File: config.mk
export PLATFORM = sky130hd
export DESIGN_NAME = multicycle_ctrl
export DESIGN_NICKNAME = d
export VERILOG_FILES = /design/src/rtl/multicycle_pkg.sv /design/src/rtl/multicycle_ctrl_out_decode.sv /design/src/rtl/multicycle_ctrl.sv
export SDC_FILE = /design/constraint.sdc
export NUM_CORES = 1
export LEC_CHECK = 0
export ABC_AREA = 1
export CORE_ASPECT_RATIO = 1.4
export CORE_MARGIN = 2
export CORE_UTILIZATION = 26
export CTS_CLUSTER_DIAMETER = 200
export DETAILED_ROUTE_END_ITERATION = 8
export GPL_ROUTABILITY_DRIVEN = 0
export PLACE_DENSITY = 0.49
export SYNTH_ARGS = -nofsm -noshare
export SYNTH_HDL_FRONTEND = slang
export SYNTH_HIERARCHICAL = 1
export SYNTH_SLANG_ARGS = --single-unit
File: constraint.sdc
create_clock -name clk_i -period 1.9 [get_ports clk_i]
set_clock_uncertainty 0.2 [all_clocks]
set_input_delay 0.19 -clock clk_i [delete_from_list [all_inputs] [get_ports clk_i]]
set_output_delay 0.19 -clock clk_i [all_outputs]
set_load 0.02 [all_outputs]
File: src/rtl/multicycle_pkg.sv
// Shared encodings for the multi-cycle MIPS-subset control unit:
// opcodes, FSM state codes, ALU operation classes and datapath mux selects.
package multicycle_pkg;

    // Opcode field values (6-bit MIPS primary opcode)
    localparam logic [5:0] OP_R    = 6'b000000;
    localparam logic [5:0] OP_J    = 6'b000010;
    localparam logic [5:0] OP_BEQ  = 6'b000100;
    localparam logic [5:0] OP_BNE  = 6'b000101;
    localparam logic [5:0] OP_ADDI = 6'b001000;
    localparam logic [5:0] OP_SLTI = 6'b001010;
    localparam logic [5:0] OP_ORI  = 6'b001101;
    localparam logic [5:0] OP_LUI  = 6'b001111;
    localparam logic [5:0] OP_LW   = 6'b100011;
    localparam logic [5:0] OP_SW   = 6'b101011;

    typedef enum logic [3:0] {
        S_FETCH  = 4'd0,
        S_DECODE = 4'd1,
        S_MEMADR = 4'd2,
        S_MEMRD  = 4'd3,
        S_MEMWB  = 4'd4,
        S_MEMWR  = 4'd5,
        S_REXEC  = 4'd6,
        S_RWB    = 4'd7,
        S_BRANCH = 4'd8,
        S_JUMP   = 4'd9,
        S_IEXEC  = 4'd10,
        S_IWB    = 4'd11
    } state_e;

    // ALU operation classes seen by the ALU controller
    localparam logic [2:0] ALU_ADD   = 3'b000;
    localparam logic [2:0] ALU_SUB   = 3'b001;
    localparam logic [2:0] ALU_RTYPE = 3'b010;
    localparam logic [2:0] ALU_ADDI  = 3'b100;
    localparam logic [2:0] ALU_SLTI  = 3'b101;
    localparam logic [2:0] ALU_LUI   = 3'b110;
    localparam logic [2:0] ALU_ORI   = 3'b111;

    localparam logic [1:0] SRCB_RT      = 2'b00;
    localparam logic [1:0] SRCB_FOUR    = 2'b01;
    localparam logic [1:0] SRCB_IMM     = 2'b10;
    localparam logic [1:0] SRCB_IMM_SH2 = 2'b11;

    localparam logic [1:0] PCSRC_ALU    = 2'b00;
    localparam logic [1:0] PCSRC_ALUOUT = 2'b01;
    localparam logic [1:0] PCSRC_JUMP   = 2'b10;

    typedef struct packed {
        logic       pc_write;
        logic       pc_write_cond;
        logic       not_equal;
        logic       iord;
        logic       mem_read;
        logic       mem_write;
        logic       ir_write;
        logic       mem_to_reg;
        logic       reg_write;
        logic       reg_dst;
        logic       alu_src_a;
        logic [1:0] alu_src_b;
        logic [2:0] alu_op;
        logic       signed_imm;
        logic [1:0] pc_source;
        logic       illegal;
    } ctrl_t;

    localparam int CTRL_W = $bits(ctrl_t);

endpackage

File: src/rtl/multicycle_ctrl_out_decode.sv
// Purely combinational Moore output map: FSM state and latched opcode to the
// datapath control word. FETCH alone also looks at mem_ready to gate IR/PC writes.
module ctrl_out_decode
    import multicycle_pkg::*;
#(
    parameter int OP_W    = 6,
    parameter int STATE_W = 4
) (
    input  logic [STATE_W-1:0] i_state,
    input  logic [OP_W-1:0]    i_op_q,
    input  logic               i_op_illegal,
    input  logic               i_mem_ready,
    output logic [CTRL_W-1:0]  o_ctrl
);

    ctrl_t      w_ctrl;
    logic [2:0] w_imm_alu_op;
    logic       w_imm_signed;

    // IEXEC and IWB share this so the ALU class and extension mode stay stable
    // across both cycles of an immediate-ALU instruction.
    always_comb begin
        w_imm_alu_op = ALU_ADDI;
        w_imm_signed = 1'b1;
        if (i_op_q == OP_W'(OP_SLTI)) begin
            w_imm_alu_op = ALU_SLTI;
        end else if (i_op_q == OP_W'(OP_LUI)) begin
            w_imm_alu_op = ALU_LUI;
        end else if (i_op_q == OP_W'(OP_ORI)) begin
            w_imm_alu_op = ALU_ORI;
            w_imm_signed = 1'b0;
        end
    end

    always_comb begin
        // NOTE: every field gets a default before the case so no path leaves a
        // bit unassigned, which would otherwise infer a latch.
        w_ctrl            = '0;
        w_ctrl.signed_imm = 1'b1;
        w_ctrl.alu_op     = ALU_ADD;

        case (i_state)
            STATE_W'(S_FETCH): begin
                w_ctrl.mem_read  = 1'b1;
                w_ctrl.alu_src_b = SRCB_FOUR;
                w_ctrl.pc_source = PCSRC_ALU;
                w_ctrl.ir_write  = i_mem_ready;
                w_ctrl.pc_write  = i_mem_ready;
            end
            STATE_W'(S_DECODE): begin
                w_ctrl.alu_src_b = SRCB_IMM_SH2;
                w_ctrl.illegal   = i_op_illegal;
            end
            STATE_W'(S_MEMADR): begin
                w_ctrl.alu_src_a = 1'b1;
                w_ctrl.alu_src_b = SRCB_IMM;
            end
            STATE_W'(S_MEMRD): begin
                w_ctrl.mem_read = 1'b1;
                w_ctrl.iord     = 1'b1;
            end
            STATE_W'(S_MEMWB): begin
                w_ctrl.reg_write  = 1'b1;
                w_ctrl.mem_to_reg = 1'b1;
            end
            STATE_W'(S_MEMWR): begin
                w_ctrl.mem_write = 1'b1;
                w_ctrl.iord      = 1'b1;
            end
            STATE_W'(S_REXEC): begin
                w_ctrl.alu_src_a = 1'b1;
                w_ctrl.alu_src_b = SRCB_RT;
                w_ctrl.alu_op    = ALU_RTYPE;
            end
            STATE_W'(S_RWB): begin
                w_ctrl.reg_write = 1'b1;
                w_ctrl.reg_dst   = 1'b1;
            end
            STATE_W'(S_BRANCH): begin
                w_ctrl.alu_src_a     = 1'b1;
                w_ctrl.alu_src_b     = SRCB_RT;
                w_ctrl.alu_op        = ALU_SUB;
                w_ctrl.pc_write_cond = 1'b1;
                w_ctrl.pc_source     = PCSRC_ALUOUT;
                w_ctrl.not_equal     = (i_op_q == OP_W'(OP_BNE));
            end
            STATE_W'(S_JUMP): begin
                w_ctrl.pc_write  = 1'b1;
                w_ctrl.pc_source = PCSRC_JUMP;
            end
            STATE_W'(S_IEXEC): begin
                w_ctrl.alu_src_a  = 1'b1;
                w_ctrl.alu_src_b  = SRCB_IMM;
                w_ctrl.alu_op     = w_imm_alu_op;
                w_ctrl.signed_imm = w_imm_signed;
            end
            STATE_W'(S_IWB): begin
                w_ctrl.reg_write  = 1'b1;
                w_ctrl.alu_op     = w_imm_alu_op;
                w_ctrl.signed_imm = w_imm_signed;
            end
            default: begin
                // Unused codes drive no strobes; the FSM leaves them next clock.
            end
        endcase
    end

    assign o_ctrl = w_ctrl;

endmodule

File: src/rtl/multicycle_ctrl.sv
// Multi-cycle MIPS-subset control unit: Moore FSM sequencing fetch, decode,
// execute, memory and write-back over a shared ALU and a single memory port.
module multicycle_ctrl
    import multicycle_pkg::*;
#(
    parameter int OP_W    = 6,
    parameter int ALUOP_W = 3,
    parameter int STATE_W = 4
) (
    input  logic               clk_i,
    input  logic               rst_i,
    input  logic [OP_W-1:0]    instr_op_i,
    input  logic               mem_ready_i,
    output logic               PCWrite_o,
    output logic               PCWriteCond_o,
    output logic               Not_equal_o,
    output logic               IorD_o,
    output logic               MemRead_o,
    output logic               MemWrite_o,
    output logic               IRWrite_o,
    output logic               MemtoReg_o,
    output logic               RegWrite_o,
    output logic               RegDst_o,
    output logic               ALUSrcA_o,
    output logic [1:0]         ALUSrcB_o,
    output logic [ALUOP_W-1:0] ALU_op_o,
    output logic               Signed_o,
    output logic [1:0]         PCSource_o,
    output logic               Illegal_o
);

    logic [STATE_W-1:0] r_state;
    logic [OP_W-1:0]    r_op_q;
    logic [STATE_W-1:0] w_state_nxt;
    logic               w_op_illegal;
    logic [CTRL_W-1:0]  w_ctrl_bits;
    ctrl_t              w_ctrl;

    // DECODE dispatches on the live IR opcode because op_q only captures it at
    // the end of DECODE; every later state uses op_q.
    always_comb begin
        w_state_nxt  = r_state;
        w_op_illegal = 1'b0;

        case (r_state)
            STATE_W'(S_FETCH): begin
                if (mem_ready_i) w_state_nxt = STATE_W'(S_DECODE);
            end
            STATE_W'(S_DECODE): begin
                case (instr_op_i)
                    OP_W'(OP_LW), OP_W'(OP_SW):    w_state_nxt = STATE_W'(S_MEMADR);
                    OP_W'(OP_R):                   w_state_nxt = STATE_W'(S_REXEC);
                    OP_W'(OP_BEQ), OP_W'(OP_BNE):  w_state_nxt = STATE_W'(S_BRANCH);
                    OP_W'(OP_J):                   w_state_nxt = STATE_W'(S_JUMP);
                    OP_W'(OP_ADDI), OP_W'(OP_SLTI),
                    OP_W'(OP_ORI), OP_W'(OP_LUI):  w_state_nxt = STATE_W'(S_IEXEC);
                    default: begin
                        w_state_nxt  = STATE_W'(S_FETCH);
                        w_op_illegal = 1'b1;
                    end
                endcase
            end
            STATE_W'(S_MEMADR): begin
                w_state_nxt = (r_op_q == OP_W'(OP_LW)) ? STATE_W'(S_MEMRD)
                                                        : STATE_W'(S_MEMWR);
            end
            STATE_W'(S_MEMRD): begin
                if (mem_ready_i) w_state_nxt = STATE_W'(S_MEMWB);
            end
            STATE_W'(S_MEMWR): begin
                if (mem_ready_i) w_state_nxt = STATE_W'(S_FETCH);
            end
            STATE_W'(S_REXEC): w_state_nxt = STATE_W'(S_RWB);
            STATE_W'(S_IEXEC): w_state_nxt = STATE_W'(S_IWB);
            STATE_W'(S_MEMWB), STATE_W'(S_RWB), STATE_W'(S_BRANCH),
            STATE_W'(S_JUMP), STATE_W'(S_IWB): w_state_nxt = STATE_W'(S_FETCH);
            default: w_state_nxt = STATE_W'(S_FETCH);
        endcase
    end

    // NOTE: state registers use non-blocking assignments so every flop samples
    // the pre-edge values, independent of block evaluation order.
    always_ff @(posedge clk_i or negedge rst_i) begin
        if (!rst_i) begin
            r_state <= STATE_W'(S_FETCH);
            r_op_q  <= '0;
        end else begin
            r_state <= w_state_nxt;
            if (r_state == STATE_W'(S_DECODE)) r_op_q <= instr_op_i;
        end
    end

    ctrl_out_decode #(
        .OP_W    (OP_W),
        .STATE_W (STATE_W)
    ) u_out_decode (
        .i_state      (r_state),
        .i_op_q       (r_op_q),
        .i_op_illegal (w_op_illegal),
        .i_mem_ready  (mem_ready_i),
        .o_ctrl       (w_ctrl_bits)
    );

    assign w_ctrl = ctrl_t'(w_ctrl_bits);

    assign PCWrite_o     = w_ctrl.pc_write;
    assign PCWriteCond_o = w_ctrl.pc_write_cond;
    assign Not_equal_o   = w_ctrl.not_equal;
    assign IorD_o        = w_ctrl.iord;
    assign MemRead_o     = w_ctrl.mem_read;
    assign MemWrite_o    = w_ctrl.mem_write;
    assign IRWrite_o     = w_ctrl.ir_write;
    assign MemtoReg_o    = w_ctrl.mem_to_reg;
    assign RegWrite_o    = w_ctrl.reg_write;
    assign RegDst_o      = w_ctrl.reg_dst;
    assign ALUSrcA_o     = w_ctrl.alu_src_a;
    assign ALUSrcB_o     = w_ctrl.alu_src_b;
    assign ALU_op_o      = ALUOP_W'(w_ctrl.alu_op);
    assign Signed_o      = w_ctrl.signed_imm;
    assign PCSource_o    = w_ctrl.pc_source;
    assign Illegal_o     = w_ctrl.illegal;

endmodule

==> out/metrics.csv, run 1 <==
metric,value,unit
Final period util,96.81,%
area grow syn2layout,51.45,%
"FFs w/ async S/R, synth",100.0,%
Post-Syn Area,994.7,sq um
Remaining DRCs,0,
fin util,41.35,%
TritonCTS clock tree,built,
"Design Area, Final",1506,sq um
Mapped Nets,170,
Main synth FF type,dfrtp_1,
NumNets Final,227,
Final Max Slew Viols,0,
layout cell share with drive strength beyond 1,35.02,%
worst path required time,1.51,ns
post-synthesis compound-gate area fraction,8.050,%
Synth warnings,6,
"Cell Area, Placed",1495,sq um
syn avg cell area,6.178,sq um
gr ovfl total,0,
cells after synthesis,161,
CP Max Fanout,3,
max cap viols,0,
# rows,26,
root buffer cell,clkbuf_8,
fmax,543.7,MHz
TritonCTS buffer count,3,
simple-gate share of the synthesized area,51.07,%
number of global-route vias before repair,1065,
kind of critical path,input pin to output pin,
Synth top area share,25.16,%
Worst EP arrival,1.45,ns
Via Count,1137,
FF-to-FF Start,r_state[1],
Initial Util,27.30,%
io pins,29,
P per Cell Area,1107,nW/um^2
most frequent cells after synthesis,"nand2_1 (33), inv_1 (28), nor2_1 (27)",
largest family of logic cells by synthesized area,simple AND/OR/NAND/NOR gates,
final wirelength,2577,microns
DR iter-0 viols,28,
total track usage,12.53,%
kind of launch point of the worst setup path,input pin,
HPWL Detailed,2259,microns
relative slew slack,69.77,%
First-pass DRT Iterations,4,
cell taking the most area after synthesis,dfrtp_1,
"Clk pin slew, worst setup/hold paths",0.05,ns
Final Hold Fails,0,
Post-Synth XOR/XNOR Area,0.8805,%
CTS hold repair buffers,0,
first-pass GRT wire length,4395,microns
Core Box Area,3643,sq um
synth top area cells,"dfrtp_1 (25%), nand2_1 (12%), inv_1 (11%)",
initial antenna violation count,0,
status,"finished, final reports clean",
post-DR wirelength/cell,9.950,microns
htree depth,1,
largest net degree at the start of global routing,14,
"worst slack, placed",-0.4739,ns
Worst Hold Class,input pin to async pin,
diodes inserted,0,
Post-synth EDFFs,0,
die height,77.19,microns
multiplexer share of the synthesized area,0,%
Chip Width,56.28,microns
CP startpoint,instr_op_i[3],
unrepaired setup endpoints after global routing,yes,
ANT nets after route,0,
"Worst Setup Slack, final",0.06060,ns
Adder-Cell Fraction of Synth Area,0,%
synth unique cells,24,
Max Root-Sink Buffers,2,
fin crit period,1.839,ns
top-count cell post-synth,nand2_1,
Worst-Margin Slew,0.4521,ns
Clock Sinks,10,
latest clock arrival within the worst-skew pair,0.23,ns
Vias/cell,4.390,
Synth Register Bits,10,
Worst Setup End Kind,output pin,
Die ar.,4344,sq um
Port Buffers,28,
Setup Buffers After CTS,0,
VDD IR max,541.6,uV
"Seq/Total Area, Yosys",25.16,%
static leakage,0.0008385,uW
# setup viols final,0,
[metal layers]
layer / GRT usage, % / part of all wire, %
met1: 12.04 / 40
met2: 25.53 / 55
met3: 1.180 / 4.7
met4: 5.714 / 1.2
met5: 0 / 0
[cell usage in the layout, fill, tap and decap left out, drive strengths merged]
cell           Yosys  layout
nand3b             1       1
nand3             18      18
nor3               4       4
dfrtp             10      10
o21ai             10      10
clkdlybuf4s15      0       5
nand2             43      43
or2                1       1
dlymetal6s2s       0       2
buf                2      33
nor2              32      32
a21oi              1       1
clkbuf             0      10
o22ai              1       1
dlygate4sd2        0       3
inv               32      32
xnor2              1       1
clkdlybuf4s50      0       5
nand4              5       5
[report_power, final]
part           switching [uW]  internal, uW
Combinational             613           408
Clock                    76.7           182
Sequential               91.4           297
Total                     781           886
[through the flow]
| stage | total power [uW] | TNS [ns] | cells | hold slack [ns] |
|---|---|---|---|---|
| after global placement | 1461 | -1.241 | 255 | 0.3341 |
| after floorplan | 1086 | 0 | 161 | -0.3056 |
| after CTS | 1704 | -0.009964 | 259 | 0.08787 |
| after global routing | 1832 | -0.06408 | 259 | 0.1066 |
| final | 1667 | 0 | 259 | 0.07710 |
| after detailed placement | 1471 | -1.326 | 255 | 0.3409 |
[path summary, 6_finish.rpt]
path	endpoint	slack [ns]	cells past startpoint
worst min-delay path	r_op_q[3]	0.08	1
min in group clk_i	r_op_q[5]	0.16	4
worst min register to register	r_op_q[4]	0.40	2
worst max register to register	r_op_q[0]	0.42	7
max in group asynchronous	r_op_q[5]	1.11	1
worst max-delay path	Illegal_o	0.06	10
[worst max-delay path, stage by stage]
cell	delay (ns)
clkdlybuf4s50_1	0.51
nor2_1	0.08
nand2_1	0.10
nor2_2	0.04
inv_1	0.06
nand3_1	0.06
nor2_1	0.12
inv_1	0.05
nor2_1	0.10
buf_4	0.15
[timing repair]
action / 4_1_cts / 5_1_grt
cloned: 0 / 0
gates resized for setup: 50 / 21
endpoints found under the setup margin: 20 / 13
[layout make-up]
type                       instances  area, sq um
fill                             405         2137
timing repair buffer              54        419.2
sequential                        10        250.2
clock buffer                       4        55.05
multi-input combinational        117        609.3
tap                               42        52.55
inverter                          32        120.1
[sequential cells by signal, indices dropped and copies added, names as in the netlist]
name	flops
r_op_q	6
r_state	4
[kinds of logic (layout without fill, tap and decap cells)]
logic type | after synthesis | count (layout)
XOR/XNOR | 1 | 1
flip-flops | 10 | 10
buffers and inverters | 34 | 90
AO/OA/AOI/OAI | 12 | 12
AND/OR/NAND/NOR | 104 | 104
Power figures use the tool's default switching activity.
==> inputs of run 2 (changes only) <==
--- a/constraint.sdc
+++ b/constraint.sdc
@@ -4,2 +4,2 @@
 set_output_delay 0.19 -clock clk_i [all_outputs]
-set_load 0.02 [all_outputs]
+set_load 0.01 [all_outputs]
==> out/metrics.csv, run 2 (synthesized netlist as in run 1, its figures left out) <==
metric,value,unit,change
status,"finished, final reports clean",,unchanged
Vias/cell,4.456,,was 4.390
Worst Setup End Kind,output pin,,unchanged
ANT nets after route,0,,unchanged
Port Buffers,28,,unchanged
Max Root-Sink Buffers,2,,unchanged
static leakage,0.0008855,uW,was 0.0008385 uW
TritonCTS clock tree,built,,unchanged
Final period util,95.40,%,was 96.81%
gr ovfl total,0,,unchanged
first-pass GRT wire length,4595,microns,was 4395 microns
CP startpoint,r_state[2],,was instr_op_i[3]
max cap viols,0,,unchanged
Final Hold Fails,0,,unchanged
final wirelength,2778,microns,was 2577 microns
DR iter-0 viols,13,,was 28
number of flip-flops in the largest register,6,,unchanged
Core Box Area,3643,sq um,unchanged
io pins,29,,unchanged
Die ar.,4344,sq um,unchanged
number of global-route vias before repair,1080,,was 1065
top flop regs,"r_op_q x6, r_state x4",,unchanged
fmax,551.7,MHz,was 543.7 MHz
"commonest non-fill, non-tap cell in the layout",nand2_1,,unchanged
Clock Sinks,10,,unchanged
area grow syn2layout,57.36,%,was 51.45%
HPWL Detailed,2270,microns,was 2259 microns
"commonest non-fill, non-tap cells in the layout","nand2_1 (33), inv_1 (27), nor2_1 (24), buf_4 (24), nand3_1 (17)",,"was nand2_1 (33), inv_1 (27), buf_4 (27)"
R2R depth,8,,was 7
"Clk pin slew, worst setup/hold paths",0.05,ns,about the same
TNS Setup,0,ns,unchanged
CP Max Fanout,6,,was 3
CTS hold repair buffers,0,,unchanged
root buffer cell,clkbuf_8,,unchanged
unrepaired setup endpoints after global routing,no,,was yes
relative slew slack,70.62,%,was 69.77%
largest net degree at the start of global routing,14,,unchanged
FF-to-FF Start,r_state[0],,was r_state[1]
Worst Hold Class,input pin to async pin,,unchanged
Critical Path Sink,Not_equal_o,,was Illegal_o
worst path required time,1.51,ns,about the same
P per Cell Area,1062,nW/um^2,was 1107 nW/um^2
TritonCTS buffer count,3,,unchanged
First-pass DRT Iterations,4,,unchanged
Inst Count DP,253,,was 255
Via Count,1154,,was 1137
die height,77.19,microns,unchanged
initial antenna violation count,0,,unchanged
latest clock arrival within the worst-skew pair,0.23,ns,about the same
# setup viols final,0,,unchanged
Initial Util,27.30,%,unchanged
layout cell share with drive strength beyond 1,29.95,%,was 35.02%
Worst EP arrival,1.42,ns,was 1.45 ns
kind of launch point of the worst setup path,flop,,was input pin
Final Max Slew Viols,0,,unchanged
largest reg by FF count,r_op_q,,unchanged
NumNets Final,227,,unchanged
Remaining DRCs,0,,unchanged
total track usage,13.13,%,was 12.53%
Reg2Reg Capture Point,r_state[2],,was r_op_q[0]
Chip Width,56.28,microns,unchanged
"Worst Setup Slack, final",0.08744,ns,was 0.06060 ns
post-DR wirelength/cell,10.73,microns,was 9.950 microns
Worst-Margin Slew,0.4393,ns,was 0.4521 ns
fin crit period,1.813,ns,was 1.839 ns
diodes inserted,0,,unchanged
kind of critical path,flop to output pin,,was input pin to output pin
"Cell Count, Final, Fillers Out",259,,unchanged
"worst slack, placed",-0.3951,ns,was -0.4739 ns
VDD IR max,513.0,uV,was 541.6 uV
Worst R2R Setup Slack,0.43,ns,was 0.42 ns
htree depth,1,,unchanged
# rows,26,,unchanged
[run 2: changes by cell type in the layout (fill, tap and decap cells not counted), moves of 3 or more]
cell	change
buf_2	-6
clkdlybuf4s15_1	+4
dlygate4sd2_1	+9
buf_4	-3
clkdlybuf4s15_2	-4
[run 2: power by group]
group	total [uW]	leakage (uW)	internal (uW)	switching, uW
sequential	394	0.000127	297	97.0
combinational	1010	0.000730	435	576
clock	256	0.0000288	181	74.5
[run 2: critical path, cell delays in order, from the launching register on]
cell and delay, ns:
dfrtp_1 0.41, buf_6 0.16, inv_2 0.07, nand2_4 0.07, inv_1 0.07, nand2_2 0.07, nor2_1 0.11, clkdlybuf4s15_1 0.24
[run 2: per-layer routing]
metal	wire [microns]	GRT usage, %
met1	1102	13.31
met2	1531	26.12
met5	0	0
met3	107	1.180
met4	36	5.714
[run 2: what timing repair did]
item	4_1_cts	5_1_grt
gates resized for setup	27	22
setup buffers	2	0
pin swaps	0	2
setup endpoints to repair	20	13
[run 2: final cells by class]
class | instances | area, sq um
repair buffers | 54 | 457.9
flip-flops and latches | 10 | 250.2
multi-input cells | 117 | 629.4
well taps | 42 | 52.55
inverters | 32 | 120.1
fillers | 414 | 2078
clock buffers | 4 | 55.05
[run 2: stage by stage]
| step | hold WS (ns) | power, uW | instance area [sq um] | util (%) |
|---|---|---|---|---|
| floorplan | -0.3056 | 1026 | 994.7 | - |
| global placement | 0.3342 | 1382 | 1480 | 40.63 |
| detailed placement | 0.3375 | 1399 | 1480 | 40.63 |
| CTS | 0.08927 | 1651 | 1540 | 42.27 |
| global route | 0.1069 | 1826 | 1565 | 42.96 |
| finish | 0.07040 | 1662 | 1565 | 42.96 |
[run 2: how the worst min path moves through the flow]
| stage | cells after the start | slack, ns | startpoint | endpoint |
|---|---|---|---|---|
| after detailed placement | 1 | 0.34 | rst_i | r_op_q[3] |
| after floorplan | 0 | -0.31 | rst_i | r_op_q[0] |
| after global routing | 1 | 0.11 | rst_i | r_op_q[2] |
| final | 1 | 0.07 | rst_i | r_op_q[3] |
| after global placement | 1 | 0.33 | rst_i | r_op_q[0] |
| after CTS | 1 | 0.09 | rst_i | r_op_q[3] |
